## src/rtl/cell_redraw_scheduler_pkg.sv

```systemverilog
// Shared types and sizing for the Sudoku cell redraw scheduler.
package screen;
  localparam int GRID_N     = 9;
  localparam int CELL_COUNT = GRID_N * GRID_N;

  typedef enum logic [1:0] {SCAN, ISSUE, WAIT} sched_state;
endpackage

```

## src/rtl/cell_redraw_scheduler_if.sv

```systemverilog
// Scheduler-to-renderer handshake bundle. With CURSOR_HL_EN the bundle carries cell_highlight.
interface cell_redraw_scheduler_if #(parameter int DATA_W = 4);
  logic              cell_start;
  logic [3:0]        cell_row;
  logic [3:0]        cell_col;
  logic [DATA_W-1:0] cell_data;
  logic              busy;
  logic              cell_done;
`ifdef CURSOR_HL_EN
  logic              cell_highlight;
`endif

  modport master (
    output cell_start, cell_row, cell_col, cell_data, busy,
`ifdef CURSOR_HL_EN
    output cell_highlight,
`endif
    input  cell_done
  );

  modport slave (
    input  cell_start, cell_row, cell_col, cell_data, busy,
`ifdef CURSOR_HL_EN
    input  cell_highlight,
`endif
    output cell_done
  );
endinterface

```

## src/rtl/cell_redraw_scheduler_grid_scan_ptr.sv

```systemverilog
// Row-major scan pointer over the grid; wrap pulses on the (N-1,N-1) -> (0,0) step.
module grid_scan_ptr #(
  parameter int GRID_N = 9
) (
  input  logic       clk,
  input  logic       reset,
  input  logic       advance,
  output logic [3:0] row,
  output logic [3:0] col,
  output logic       wrap
);
  logic last_col;
  logic last_row;

  assign last_col = (col == 4'(GRID_N - 1));
  assign last_row = (row == 4'(GRID_N - 1));
  assign wrap     = advance && last_col && last_row;

  always_ff @(posedge clk) begin
    if (reset) begin
      row <= 4'd0;
      col <= 4'd0;
    end else if (advance) begin
      if (last_col) begin
        col <= 4'd0;
        row <= last_row ? 4'd0 : row + 4'd1;
      end else begin
        col <= col + 4'd1;
      end
    end
  end
endmodule

```

## src/rtl/cell_redraw_scheduler.sv

```systemverilog
// Sweeps the grid and issues only changed or forced cells to the renderer, one at a time.
// Optional cursor highlighting is compiled in with CURSOR_HL_EN.
module cell_redraw_scheduler
  import screen::*;
#(
  parameter int GRID_N = 9,
  parameter int DATA_W = 4
) (
  input  logic                                     clk,
  input  logic                                     reset,
  input  logic [GRID_N-1:0][GRID_N-1:0][DATA_W-1:0] display_grid,
  input  logic                                     full_refresh,
  input  logic                                     draw_enable,
`ifdef CURSOR_HL_EN
  input  logic [3:0]                               cursor_row,
  input  logic [3:0]                               cursor_col,
`endif
  cell_redraw_scheduler_if.master                  rnd,
  output logic                                     synced
);
  sched_state        state;
  logic [DATA_W-1:0] shadow     [GRID_N][GRID_N];
  logic              force_bits [GRID_N][GRID_N];
  logic              pass_issued;
  logic [3:0]        ptr_row;
  logic [3:0]        ptr_col;
  logic              ptr_wrap;
  logic              advance;
  logic              need_draw;
  logic [DATA_W-1:0] cur_val;
`ifdef CURSOR_HL_EN
  logic [3:0]        cursor_row_prev;
  logic [3:0]        cursor_col_prev;
`endif

  always_comb begin
    cur_val   = display_grid[ptr_row][ptr_col];
    need_draw = force_bits[ptr_row][ptr_col] || (cur_val != shadow[ptr_row][ptr_col]);
    advance   = ((state == SCAN) && draw_enable && !need_draw) ||
                ((state == WAIT) && rnd.cell_done);
  end

  grid_scan_ptr #(.GRID_N(GRID_N)) u_ptr (
    .clk     (clk),
    .reset   (reset),
    .advance (advance),
    .row     (ptr_row),
    .col     (ptr_col),
    .wrap    (ptr_wrap)
  );

  always_ff @(posedge clk) begin
    if (reset) begin
      state          <= SCAN;
      rnd.cell_start <= 1'b0;
      rnd.busy       <= 1'b0;
      rnd.cell_row   <= 4'd0;
      rnd.cell_col   <= 4'd0;
      rnd.cell_data  <= '0;
      synced         <= 1'b0;
      pass_issued    <= 1'b0;
      for (int r = 0; r < GRID_N; r++) begin
        for (int c = 0; c < GRID_N; c++) begin
          shadow[r][c]     <= '0;
          force_bits[r][c] <= 1'b1;
        end
      end
`ifdef CURSOR_HL_EN
      rnd.cell_highlight <= 1'b0;
      cursor_row_prev    <= 4'd0;
      cursor_col_prev    <= 4'd0;
`endif
    end else begin
      case (state)
        SCAN: begin
          if (draw_enable && need_draw) begin
            rnd.cell_row                 <= ptr_row;
            rnd.cell_col                 <= ptr_col;
            rnd.cell_data                <= cur_val;
            shadow[ptr_row][ptr_col]     <= cur_val;
            force_bits[ptr_row][ptr_col] <= 1'b0;
            rnd.cell_start               <= 1'b1;
            rnd.busy                     <= 1'b1;
            synced                       <= 1'b0;
            pass_issued                  <= 1'b1;
`ifdef CURSOR_HL_EN
            rnd.cell_highlight <= (ptr_row == cursor_row) && (ptr_col == cursor_col);
`endif
            state <= ISSUE;
          end
        end
        ISSUE: begin
          rnd.cell_start <= 1'b0;
          state          <= WAIT;
        end
        WAIT: begin
          if (rnd.cell_done) begin
            rnd.busy <= 1'b0;
            state    <= SCAN;
          end
        end
        default: state <= SCAN;
      endcase

      // An issue never coincides with a wrap, so pass_issued reflects the finished pass.
      if (ptr_wrap) begin
        if (!pass_issued) synced <= 1'b1;
        pass_issued <= 1'b0;
      end

`ifdef CURSOR_HL_EN
      if ((cursor_row != cursor_row_prev) || (cursor_col != cursor_col_prev)) begin
        force_bits[cursor_row_prev][cursor_col_prev] <= 1'b1;
        force_bits[cursor_row][cursor_col]           <= 1'b1;
      end
      cursor_row_prev <= cursor_row;
      cursor_col_prev <= cursor_col;
`endif

      // Placed last so a refresh overrides a same-cycle force clear on the issued cell.
      if (full_refresh) begin
        for (int r = 0; r < GRID_N; r++) begin
          for (int c = 0; c < GRID_N; c++) begin
            force_bits[r][c] <= 1'b1;
          end
        end
        synced <= 1'b0;
      end
    end
  end
endmodule

```

## src/flat_wrapper.sv

```systemverilog
// flat-port wrapper written by rule: the top's interface ports become plain ports
module cell_redraw_scheduler_flat import screen::*;
#(
  parameter int GRID_N = 9,
  parameter int DATA_W = 4
)
  (clk, reset, display_grid, full_refresh, draw_enable, synced, rnd_cell_start, rnd_cell_row, rnd_cell_col, rnd_cell_data, rnd_busy, rnd_cell_done);
  cell_redraw_scheduler_if #(.DATA_W(DATA_W)) rnd_i ();
  input  logic clk;
  input  logic reset;
  input  logic [GRID_N-1:0][GRID_N-1:0][DATA_W-1:0] display_grid;
  input  logic full_refresh;
  input  logic draw_enable;
  output logic synced;
  output wire logic [$bits(rnd_i.cell_start)-1:0] rnd_cell_start;
  output wire logic [$bits(rnd_i.cell_row)-1:0] rnd_cell_row;
  output wire logic [$bits(rnd_i.cell_col)-1:0] rnd_cell_col;
  output wire logic [$bits(rnd_i.cell_data)-1:0] rnd_cell_data;
  output wire logic [$bits(rnd_i.busy)-1:0] rnd_busy;
  input wire logic [$bits(rnd_i.cell_done)-1:0] rnd_cell_done;
  assign rnd_cell_start = rnd_i.cell_start;
  assign rnd_cell_row = rnd_i.cell_row;
  assign rnd_cell_col = rnd_i.cell_col;
  assign rnd_cell_data = rnd_i.cell_data;
  assign rnd_busy = rnd_i.busy;
  assign rnd_i.cell_done = rnd_cell_done;
  cell_redraw_scheduler #(.GRID_N(GRID_N), .DATA_W(DATA_W)) u_core (.clk(clk), .reset(reset), .display_grid(display_grid), .full_refresh(full_refresh), .draw_enable(draw_enable), .rnd(rnd_i), .synced(synced));
endmodule
```

## config.mk

```make
export PLATFORM = sky130hd
export DESIGN_NAME = cell_redraw_scheduler_flat
export DESIGN_NICKNAME = d
export VERILOG_FILES = /design/src/rtl/cell_redraw_scheduler_pkg.sv /design/src/rtl/cell_redraw_scheduler_if.sv /design/src/rtl/cell_redraw_scheduler_grid_scan_ptr.sv /design/src/rtl/cell_redraw_scheduler.sv /design/src/flat_wrapper.sv
export SDC_FILE = /design/constraint.sdc
export NUM_CORES = 1
export LEC_CHECK = 0
export ABC_CLOCK_PERIOD_IN_PS = 5480
export CELL_PAD_IN_SITES_DETAIL_PLACEMENT = 1
export CELL_PAD_IN_SITES_GLOBAL_PLACEMENT = 1
export CORE_MARGIN = 2
export CORE_UTILIZATION = 23
export CTS_CLUSTER_SIZE = 14
export DETAILED_ROUTE_END_ITERATION = 10
export PLACE_DENSITY_LB_ADDON = 0.1
export SETUP_SLACK_MARGIN = 0.1
export SYNTH_ARGS = -nofsm -noshare
export SYNTH_HDL_FRONTEND = slang
export SYNTH_SLANG_ARGS = --single-unit
```

## constraint.sdc

```tcl
create_clock -name clk -period 5.48 [get_ports clk]
set_input_delay 1.096 -clock clk [delete_from_list [all_inputs] [get_ports clk]]
set_output_delay 1.096 -clock clk [all_outputs]
set_load 0.02 [all_outputs]
```

======== Word level (Yosys, flattened, before mapping) ========
Memory sizes are Yosys's and may differ from the RTL's. A register that Yosys moved wholly into a read port is not among the register bits.
Index checks and enable logic that the tools add are counted.
word-level totals
  output and inout bits ................... 15
  input bits .............................. 329
  logic and storage cells ................. 2521
  memory bits (writable) .................. 405
  register bits ........................... 26
  memories kept ........................... 2
memory list
  memory             words  width  rd ports  clocked after memory_dff  write ports  RTL line                     source
  u_core.shadow      9      36     1         1                         9            cell_redraw_scheduler.sv:22  logic [DATA_W-1:0] shadow [GRID_N][GRID_N];
  u_core.force_bits  9      9      1         1                         10           cell_redraw_scheduler.sv:23  logic force_bits [GRID_N][GRID_N];
operators by class
  eq/ne operators ......................... 88
  bitwise operators ....................... 2269
  reduce and logical (&&, ||, !) cells .... 21
  $add $sub $neg .......................... 2
  $lt $le $gt $ge ......................... 4
  multiplexer cells ....................... 125
operators with widths
  cell                                                count
  bitwise AND 1 bit                                   810
  inverter 1 bit                                      729
  bitwise AND 1 bit, second input constant            648
  equality test 4 bit, second input constant          83
  binary-select mux 36 bit (select 4 bit)             1
  two-way mux 36 bit                                  4
  two-way mux 1 bit                                   98
  OR 1 bit                                            81
  two-way mux 4 bit                                   11
  OR reduction 36 bit                                 1
  binary-select mux 4 bit (select 4 bit)              2
  demux 4 bit (select 4 bit)                          1
  < comparator 4 x 5 -> 1 bit, second input constant  2
  two-way mux 9 bit                                   1
  adder 4 x 1 -> 4 bit, second input constant         2
  AND reduction 2 bit                                 4
  logical AND 1 bit                                   7
  case mux 2 bit (3 select lines)                     1
  >= comparator 5 bit, second input constant          1
  < comparator 5 x 1 -> 1 bit, second input constant  1
  inverter 4 -> 5 bit                                 1
  binary-select mux 1 bit (select 4 bit)              1
  demux 1 bit (select 4 bit)                          1
  two-way mux 2 bit                                   2
  11 further kinds                                    16

======== Longest topological paths before layout ========
Gate-level depths: netlist of the first run.
  depth in word-level cells ............... 92
  gate-level depth with buffers ........... 18
  gate-level depth less buffers ........... 11

======== Hierarchy ========
From an unflattened synthesis of the first run, not the netlist that was laid out.
unflattened totals
  cell total of the unflattened synthesis .. 2537
  area total of the unflattened synthesis .. 32979.1 sq um
by module, submodules not included
  module                 area each (sq um)  cells an instance  times used
  cell_redraw_scheduler  32548.7            2489               1
  grid_scan_ptr          430.4              48                 1

======== Least setup slack after synthesis of the first run ========
Ideal clock, no wire load.
  path type ............................... input port to flip-flop
  start ................................... input display_grid[62] (netlist name)
  end ..................................... memory u_core.shadow[10][13] (netlist name), data pin
  library setup time ...................... 359 ps
  stages .................................. 14
  setup slack ............................. 836 ps
  arrival time ............................ 4285 ps
  path buffers ............................ 3
  cell sequence ........................... mux2_2 -> a221o_1 -> o221ai_1 -> o22ai_1 -> or2_2 -> a41o_1 -> xor2_1 -> nor2_1 -> a21oi_4 -> buf_6 -> buf_6 -> nand2_1 -> buf_2 -> inv_1
RTL lines
  element      RTL line                     source
  from (decl)  flat_wrapper.sv:11           input logic [GRID_N-1:0][GRID_N-1:0][DATA_W-1:0] display_grid;
  to (decl)    cell_redraw_scheduler.sv:22

==> results.toml, run 1 <==
[floorplanning]
num_io_pins = 344
chipHeight_um = 384
start_util = 0.231
core_area_sq_mm = 0.143
core.rowCount = 139
die_area_sq_mm = 0.147
die_w_um = 384

[clock_tree]
cts_tree = "done"
h-tree-depth = 3
path_clk_slew_ps = 60
root_buffer = "clkbuf_16"
cts_buffers = 85
clkSinkCount = 687
insertion_delay_ps = 700
clock_path_buffers = 3

[synthesis]
yosysWarnings = 0
seq_area_frac_synth = 0.588
synthCells = 2549
synth_edf_count = 576
syn-num-nets = 2886
yosysTopAreaCell = "edfxtp_1"
synth.area.top_cells = "edfxtp_1 (52%), mux4_2 (10%), dfxtp_1 (6.7%)"
yosysMostFrequentCell = "edfxtp_1"
avgSynthCellArea_sq_um = 13.0
synth_cell_types = 76
ys.flop_type = "edfxtp_1"
async_flop_share = 0
synth.top_cell.area_share = 0.521
synth_top_cells_by_count = "edfxtp_1 (576), nor2_1 (274), nor3_1 (254), mux2i_1 (164), mux4_2 (152)"
ys_ff_latch = 687
synthesis.area_sq_mm = 0.0332

[power_and_ir_drop]
sequentialPowerShare = 0.469
vdd_ir_drop_max_v = 0.000215
switching_share = 0.237
combPwrFrac = 0.082
power_density_mw_per_mm2 = 282
p_int_uw = 9480
pwr-share-clk = 0.449
p_leak_uw = 0.0142
switchingPower_uw = 2940

[critical_path]
cp_max_fo = 30
setup.worst_path.start_class = "flip-flop"
worstSetupEndpointType = "flip-flop"
crit_arrival_ps = 5460
cp.required_ps = 5880
crit_type = "flip-flop to flip-flop"

[sta]
relSlewSlack = 0.272
setup_violations = 0
max_freq_ghz = 0.198
hold_ws_ps = 474
fin_crit_sh = 0.924
rsz0062_at_grt = "false"
worst_slack_ps = 417
fin_tns_setup_ps = 0
finalCriticalPeriod_ps = 5060
clock_skew_ps = 29.5
slew_viol_final = 0
final_hold_viol_count = 0
tightest_slew_ps = 1090

[cells_and_area]
drive_gt1_frac = 0.238
nets = 3454
multiInputGateArea_sq_mm = 0.0124
layout.cells.non_filler = 5100
seqCellArea_sq_mm = 0.0195
area_growth_pct = 32.8
final.fill_count = 15400

[global_route]
grt_pass1_vias = 27300
overflow = 0
grt_use_total = 0.208
grt_max_degree = 75
antenna_found_initial = 19
grt_pass1_wl_um = 217000

[detailed_routing]
drtIter0Drc = 2036
dr.pass1.iters = 5
wl_per_cell_um = 30.5
final_antenna_net_count = 0
via_per_inst = 4.98
drt-total-wl_um = 156000
drcViolationCount = 0
vias = 25400

[place]
placed_cells_incl_taps = 4931
place.gp.congestion = 0.856
post-place-ws_ps = 167
port_buffers = 343
hpwl_um = 112000

[flow_run]
max_cap_viol_count = 0

[run_status]
status = "completed"

[worst_hold_path]
hold_path.class = "flip-flop to flip-flop"
[power by group through the flow]
stage,Combinational [uW],Sequential [uW],Clock [uW]
3_5_place_dp,1020,5920,0
6_report,1020,5820,5580
4_1_cts,1030,5820,5760
3_3_place_gp,1010,5920,0
5_1_grt,1080,5820,5930
2_1_floorplan,371,5910,0
[logic make-up after synthesis]
logic type / count (synthesis) / share of synthesized area
compound gates: 460 / 0.0914
flops: 687 / 0.588
xor+xnor: 4 / 0.00106
buf+inv: 272 / 0.0418
fa+ha+maj: 8 / 0.00302
simple gates: 774 / 0.113
mux: 344 / 0.162
[repair_timing]
| item | CTS | global route |
|---|---|---|
| gates resized for setup | 0 | 2 |
| setup endpoints to repair | 0 | 485 |
| buffers inserted | 0 | 2 |
| hold buffers | 0 | 0 |
[registers in the layout, indices dropped and copies added (netlist names), named ones only]
signal                 flops
u_core.rnd.cell_col        4
u_core.rnd.cell_data       4
u_core.rnd.cell_row        4
u_core.u_ptr.row           4
u_core.synced              1
u_core.u_ptr.col           4
u_core.rnd.busy            1
u_core.pass_issued         1
u_core.force_bits         81
u_core.shadow            576
u_core.rnd.cell_start      1
u_core.state               2
[cell usage in the layout (no fill, tap or decap), types with 10 or more instances in the layout]
cell type	count
edfxtp_1	576
clkdlybuf4s50_1	342
buf_4	341
nor2_1	273
nor3_1	254
mux2i_1	164
mux4_2	152
a21oi_1	126
dfxtp_1	101
o21ai_0	89
clkbuf_16	85
nand2_1	84
buf_12	51
a22oi_1	49
nand3_1	43
o221ai_1	31
mux2_2	27
o22ai_1	27
clkinv_1	22
a31oi_1	22
clkbuf_1	21
nor4_1	17
nand2b_1	14
diode_2	12
a211oi_1	12
a221oi_1	11
and2_1	11
clkinv_2	11
a21o_1	10
nand3b_1	10
[worst max-delay path: stages (launching register included)]
cell and delay (ps):
dfxtp_4 610, buf_12 230, buf_12 260, mux4_2 590, a22oi_1 340, a21oi_1 170
nor3_1 420, o2111ai_1 180, buf_4 200, xor2_1 140, nor2_1 70, buf_4 140
a21oi_4 330, buf_4 240, nand2_1 160, buf_4 190, o21ai_0 260, buf_4 210
[area by class of cell]
type	instances	share of cell area
antenna	12	0.000681
sequential	687	0.443
tap	1903	0.0540
multi-input combinational	1590	0.280
clock inverter	47	0.0107
clock buffer	108	0.0507
timing repair buffer	735	0.159
inverter	18	0.00153
[worst paths after layout]
check | startpoint | end | slack [ps] | cells after the start
max | flip-flop | u_core.shadow[1][23] | 420 | 17
min | u_core.force_bits[2][0] | u_core.force_bits[2][0] | 470 | 1
max reg2reg | flip-flop | u_core.shadow[1][23] | 420 | 17
min reg2reg | u_core.force_bits[2][0] | u_core.force_bits[2][0] | 470 | 1
[per-stage QoR]
stage          power, uW  instance area (sq um)  utilization
5_1_grt            12800                  44100        0.307
4_1_cts            12600                  44000        0.307
6_report           12400                  44100        0.307
3_3_place_gp        6930                  41300        0.288
3_5_place_dp        6940                  41300        0.288
2_1_floorplan       6280                  33200            -
[routing by layer]
layer	GRT usage	part of all wire	vias up
li1	-	-	11100
met2	0.350	0.49	795
met4	0.0706	0.033	6
met5	0	0.00024	-
met3	0.0515	0.063	218
met1	0.259	0.42	13300
(Power assumes the default switching activity.)
==> inputs of run 2 (changes only) <==
- CORE_UTILIZATION: 23 -> 47
==> run 2 against run 1 <==
Compared with the run above:
- cell count is 19% lower
- critical path type unchanged
- global-route usage is 18 points higher
- die area is 51% lower
==> results.toml, run 2 (synthesized netlist as in run 1, its figures left out) <==
[cells_and_area]
final_util = 0.608
top_regs = "u_core.shadow: 576 flops, u_core.force_bits: 81 flops"
largest_reg_flops = 576
regMostFlops = "u_core.shadow"
nets = 3443
final_cell_mix = "edfxtp_1 (576), buf_4 (349), clkdlybuf4s50_1 (342)"
area_growth_pct = 28.2
drive_gt1_frac = 0.235
stdcell_area_sq_mm = 0.0425
final_common_cell = "edfxtp_1"

[place]
hpwl_um = 102000
port_buffers = 343
post-place-ws_ps = 288
place.gp.congestion = 0.992
dpl_cell_area_sq_mm = 0.0400

[critical_path]
r2r_slack_ps = 150
rr_worst_depth = 16
crit_type = "flip-flop to flip-flop"
setup.worst_path.start_class = "flip-flop"
rr_endpoint = "u_core.shadow[1][3]"
crit_arrival_ps = 5770
worstSetupEndpointType = "flip-flop"
cp.required_ps = 5920
cp_max_fo = 21

[sta]
setup_violations = 0
fin_crit_sh = 0.972
finalCriticalPeriod_ps = 5330
worst_slack_ps = 154
fin_tns_setup_ps = 0
relSlewSlack = 0.325
max_freq_ghz = 0.188
slew_viol_final = 0
final_hold_viol_count = 0
rsz0062_at_grt = "false"
clock_skew_ps = 30.3
tightest_slew_ps = 1010
hold_ws_ps = 470

[global_route]
grt_max_degree = 75
grt_use_total = 0.386
grt_pass1_vias = 28500
antenna_found_initial = 13
overflow = 0
grt_pass1_wl_um = 204000

[worst_hold_path]
hold_depth = 1
worstHoldStart = "u_core.force_bits[0][0]"
min_to = "u_core.force_bits[0][0]"
hold_path.class = "flip-flop to flip-flop"

[floorplanning]
core.rowCount = 97
die_area_sq_mm = 0.0728
start_util = 0.474
core_area_sq_mm = 0.0700
chipHeight_um = 270
num_io_pins = 344
die_w_um = 270

[detailed_routing]
vias = 26900
via_per_inst = 6.55
final_antenna_net_count = 0
drt-total-wl_um = 141000
dr.pass1.iters = 6
wl_per_cell_um = 34.2
drtIter0Drc = 3030
drcViolationCount = 0

[power_and_ir_drop]
power_density_mw_per_mm2 = 282
p_leak_uw = 0.0140
vdd_ir_drop_max_v = 0.000308

[clock_tree]
insertion_delay_ps = 640
clock_path_buffers = 3
root_buffer = "clkbuf_16"
cts_tree = "done"
path_clk_slew_ps = 70
hold_buffers = 0
h-tree-depth = 3
post_cts_buffers = 0
clkSinkCount = 687
cts_buffers = 72
cts_resized = 0

[flow_run]
max_cap_viol_count = 0

[run_status]
status = "completed"
[run 2: cell types whose count changed in the layout (fill, tap and decap cells not counted), moves of 3 or more]
cell,delta
buf_4,+8
clkbuf_1,-12
clkinv_1,-6
inv_2,-4
clkinv_2,-3
bufinv_16,+3
inv_1,+3
buf_12,-7
clkbuf_16,-10
[run 2: how the worst max path moves through the flow]
| stage | from | endpoint | slack [ps] | cells after the start |
|---|---|---|---|---|
| after CTS | flip-flop | u_core.shadow[1][3] | 320 | 15 |
| after global placement | display_grid[26] | u_core.shadow[13][31] | 280 | 16 |
| after floorplan | display_grid[62] | u_core.shadow[10][13] | 840 | 14 |
| final | flip-flop | u_core.shadow[1][3] | 150 | 16 |
| after detailed placement | display_grid[62] | u_core.shadow[0][3] | 290 | 15 |
| after global routing | flip-flop | u_core.shadow[0][3] | 130 | 16 |
[run 2: through the flow]
step | power, uW | std cells
after floorplan | 6280 | 2549
final | 12000 | 4113
after global placement | 6870 | 3972
after detailed placement | 6900 | 3972
after CTS | 12000 | 4101
after global routing | 12200 | 4113
[run 2: cell type report]
class                      count  area [sq um]
fill                        6870         27500
sequential                   687         19500
multi-input combinational   1590         12300
timing repair buffer         737          6940
clock buffer                  89          1960
tap                          940          1180
clock inverter                40           499
inverter                      18          67.6
antenna                       12          30.0
[run 2: where the power goes]
part,internal (uW),total [uW],switching (uW)
Sequential,5770,5820,51.2
Combinational,474,1010,532
Clock,3030,5180,2140
[run 2: critical path: stages, from the launching register on]
cell and delay [ps]:
dfxtp_2 780, buf_4 440, or3b_2 410, o22ai_1 270, a211oi_1 330, nand2_1 130
a21oi_1 270, o2111ai_1 250, buf_4 230, xnor2_1 170, nor3_2 90, a21oi_4 470
buf_4 260, buf_4 130, nand3b_1 270, buf_4 350, nor3_1 250
[run 2: layer usage]
metal / track usage / part of all wire
met1: 0.467 / 0.36
met2: 0.638 / 0.48
met3: 0.0849 / 0.097
met4: 0.222 / 0.063
met5: 0 / 0.00019
==> inputs of run 3 (changes only) <==
- CORE_UTILIZATION: 47 -> 49
- CTS_BUF_LIST: not set -> sky130_fd_sc_hd__clkbuf_4
==> run 3 against run 2 <==
Compared with the run above:
- core utilization is 1.4 points higher
- critical path type unchanged
- clock power is 15% lower
- maximum frequency is 2.6% higher
- cell count is 1.1% higher
- clock skew is 58 ps higher
- largest power group unchanged
- worst hold slack hardly changed
==> results.toml, run 3 (synthesized netlist as in run 1, its figures left out) <==
[cells_and_area]
nets = 3484
drive_gt1_frac = 0.259
area_growth_pct = 25.8
final_cell_mix = "edfxtp_1 (576), clkdlybuf4s50_1 (342), buf_4 (284)"
final.fill_count = 6623
largest_reg_flops = 576
final_common_cell = "edfxtp_1"
top_regs = "u_core.shadow: 576 flops, u_core.force_bits: 81 flops"
regMostFlops = "u_core.shadow"

[detailed_routing]
vias = 27000
dr.pass1.iters = 5
drcViolationCount = 0
drt-total-wl_um = 135000
final_antenna_net_count = 0
wl_per_cell_um = 32.5
via_per_inst = 6.49
drtIter0Drc = 2881

[critical_path]
critPathBufInv = 6
critPathMaxStageDelay_ps = 710
setup.worst_path.start_class = "flip-flop"
worstSetupEndpointType = "flip-flop"
crit_type = "flip-flop to flip-flop"
cp_common_cell = "buf_12"
slowest_stage = "dfxtp_4"
cp_max_fo = 23
crit_chain = "buf_12 > buf_12 > mux4_2 > a211oi_1 > a211oi_1 > a21oi_1 > o2111ai_1 > xnor2_1 > nor3_2 > a21oi_4 > buf_12 > buf_4 > a31oi_2 > buf_12 > buf_4 > nor3_1"
crit_arrival_ps = 5960
r2r_slack_ps = 290
cp.required_ps = 6250
critical-path-top-delay-family = "compound AO/OA/AOI/OAI gates"

[sta]
clock_skew_ps = 88.2
max_freq_ghz = 0.193
relSlewSlack = 0.374
tightest_slew_ps = 936
slew_viol_final = 0
setup_violations = 0
final_hold_viol_count = 0
fin_tns_setup_ps = 0
finalCriticalPeriod_ps = 5190
fin_crit_sh = 0.948
rsz0062_at_grt = "false"

[floorplanning]
die_area_sq_mm = 0.0698
num_io_pins = 344
core_area_sq_mm = 0.0672
core.rowCount = 95
die_w_um = 264
chipHeight_um = 264
start_util = 0.494

[power_and_ir_drop]
switching_share = 0.247
switchingPower_uw = 2760
combPwrFrac = 0.087
vdd_ir_drop_max_v = 0.000192
sequentialPowerShare = 0.520
finalPower_uw = 11200
p_int_uw = 8430
pwr-share-clk = 0.393
power_density_mw_per_mm2 = 268
p_leak_uw = 0.0138

[clock_tree]
hold_buffers = 0
root_buffer = "clkbuf_4"
cts_buffers = 177
clkSinkCount = 687
clock_path_buffers = 3
h-tree-depth = 4
insertion_delay_ps = 1070
cts_tree = "done"
path_clk_slew_ps = 70

[global_route]
grt_pass1_wl_um = 196000
grt_use_total = 0.387
grt_max_degree = 72
overflow = 0
antenna_found_initial = 15
grt_pass1_vias = 28500

[flow_run]
max_cap_viol_count = 0

[run_status]
status = "completed"

[place]
port_buffers = 343
place.gp.congestion = 0.972
hpwl_um = 97900

[worst_hold_path]
hold_path.class = "flip-flop to flip-flop"
-- run 3: metrics by stage --
step / cell area [sq um] / setup WS, ps / util / std cells / hold WS, ps
after floorplan: 33200 / 836 / - / 2549 / 441
after global placement: 39500 / 417 / 0.588 / 3840 / 447
after detailed placement: 39500 / 260 / 0.588 / 3840 / 456
after CTS: 41700 / 273 / 0.620 / 4139 / 470
after global routing: 41700 / 160 / 0.621 / 4157 / 499
final: 41700 / 287 / 0.621 / 4158 / 470
-- run 3: final cells by class --
cell class,count,area (sq um),area share
Antenna cell,18,45.0,0.00108
Clock buffer,256,1920,0.0460
Clock inverter,43,258,0.00618
Inverter,18,67.6,0.00162
Multi-Input combinational cell,1590,12300,0.295
Sequential cell,687,19500,0.468
Tap cell,873,1090,0.0262
Timing Repair Buffer,673,6480,0.155
-- run 3: power groups by stage --
stage | combinational [uW] | clock, uW | sequential, uW
6_report | 975 | 4390 | 5820
5_1_grt | 1010 | 4690 | 5820
4_1_cts | 961 | 4450 | 5820
3_5_place_dp | 954 | 0 | 5930
3_3_place_gp | 934 | 0 | 5920
2_1_floorplan | 371 | 0 | 5910
-- run 3: timing repair --
action	in CTS	in global routing
endpoints found under the setup margin	0	11
resized for setup	0	1
buffers inserted	0	1
hold endpoints to repair	0	0
-- run 3: per-layer routing --
layer  vias to the layer above  part of all wire  track usage
met3                       386             0.096       0.0916
met2                      1723              0.48        0.630
met5                         -                 0            0
li1                      11200                 -            -
met1                     13700              0.36        0.479
met4                         0             0.056        0.215
-- run 3: path summary, 6_finish.rpt --
check                                             start                 endpoint  depth (start not counted)
worst max-delay path                          flip-flop     u_core.shadow[3][13]                         16
worst min-delay path            u_core.force_bits[6][0]  u_core.force_bits[6][0]                          1
worst max register to register                flip-flop     u_core.shadow[3][13]                         16
worst min register to register  u_core.force_bits[6][0]  u_core.force_bits[6][0]                          1
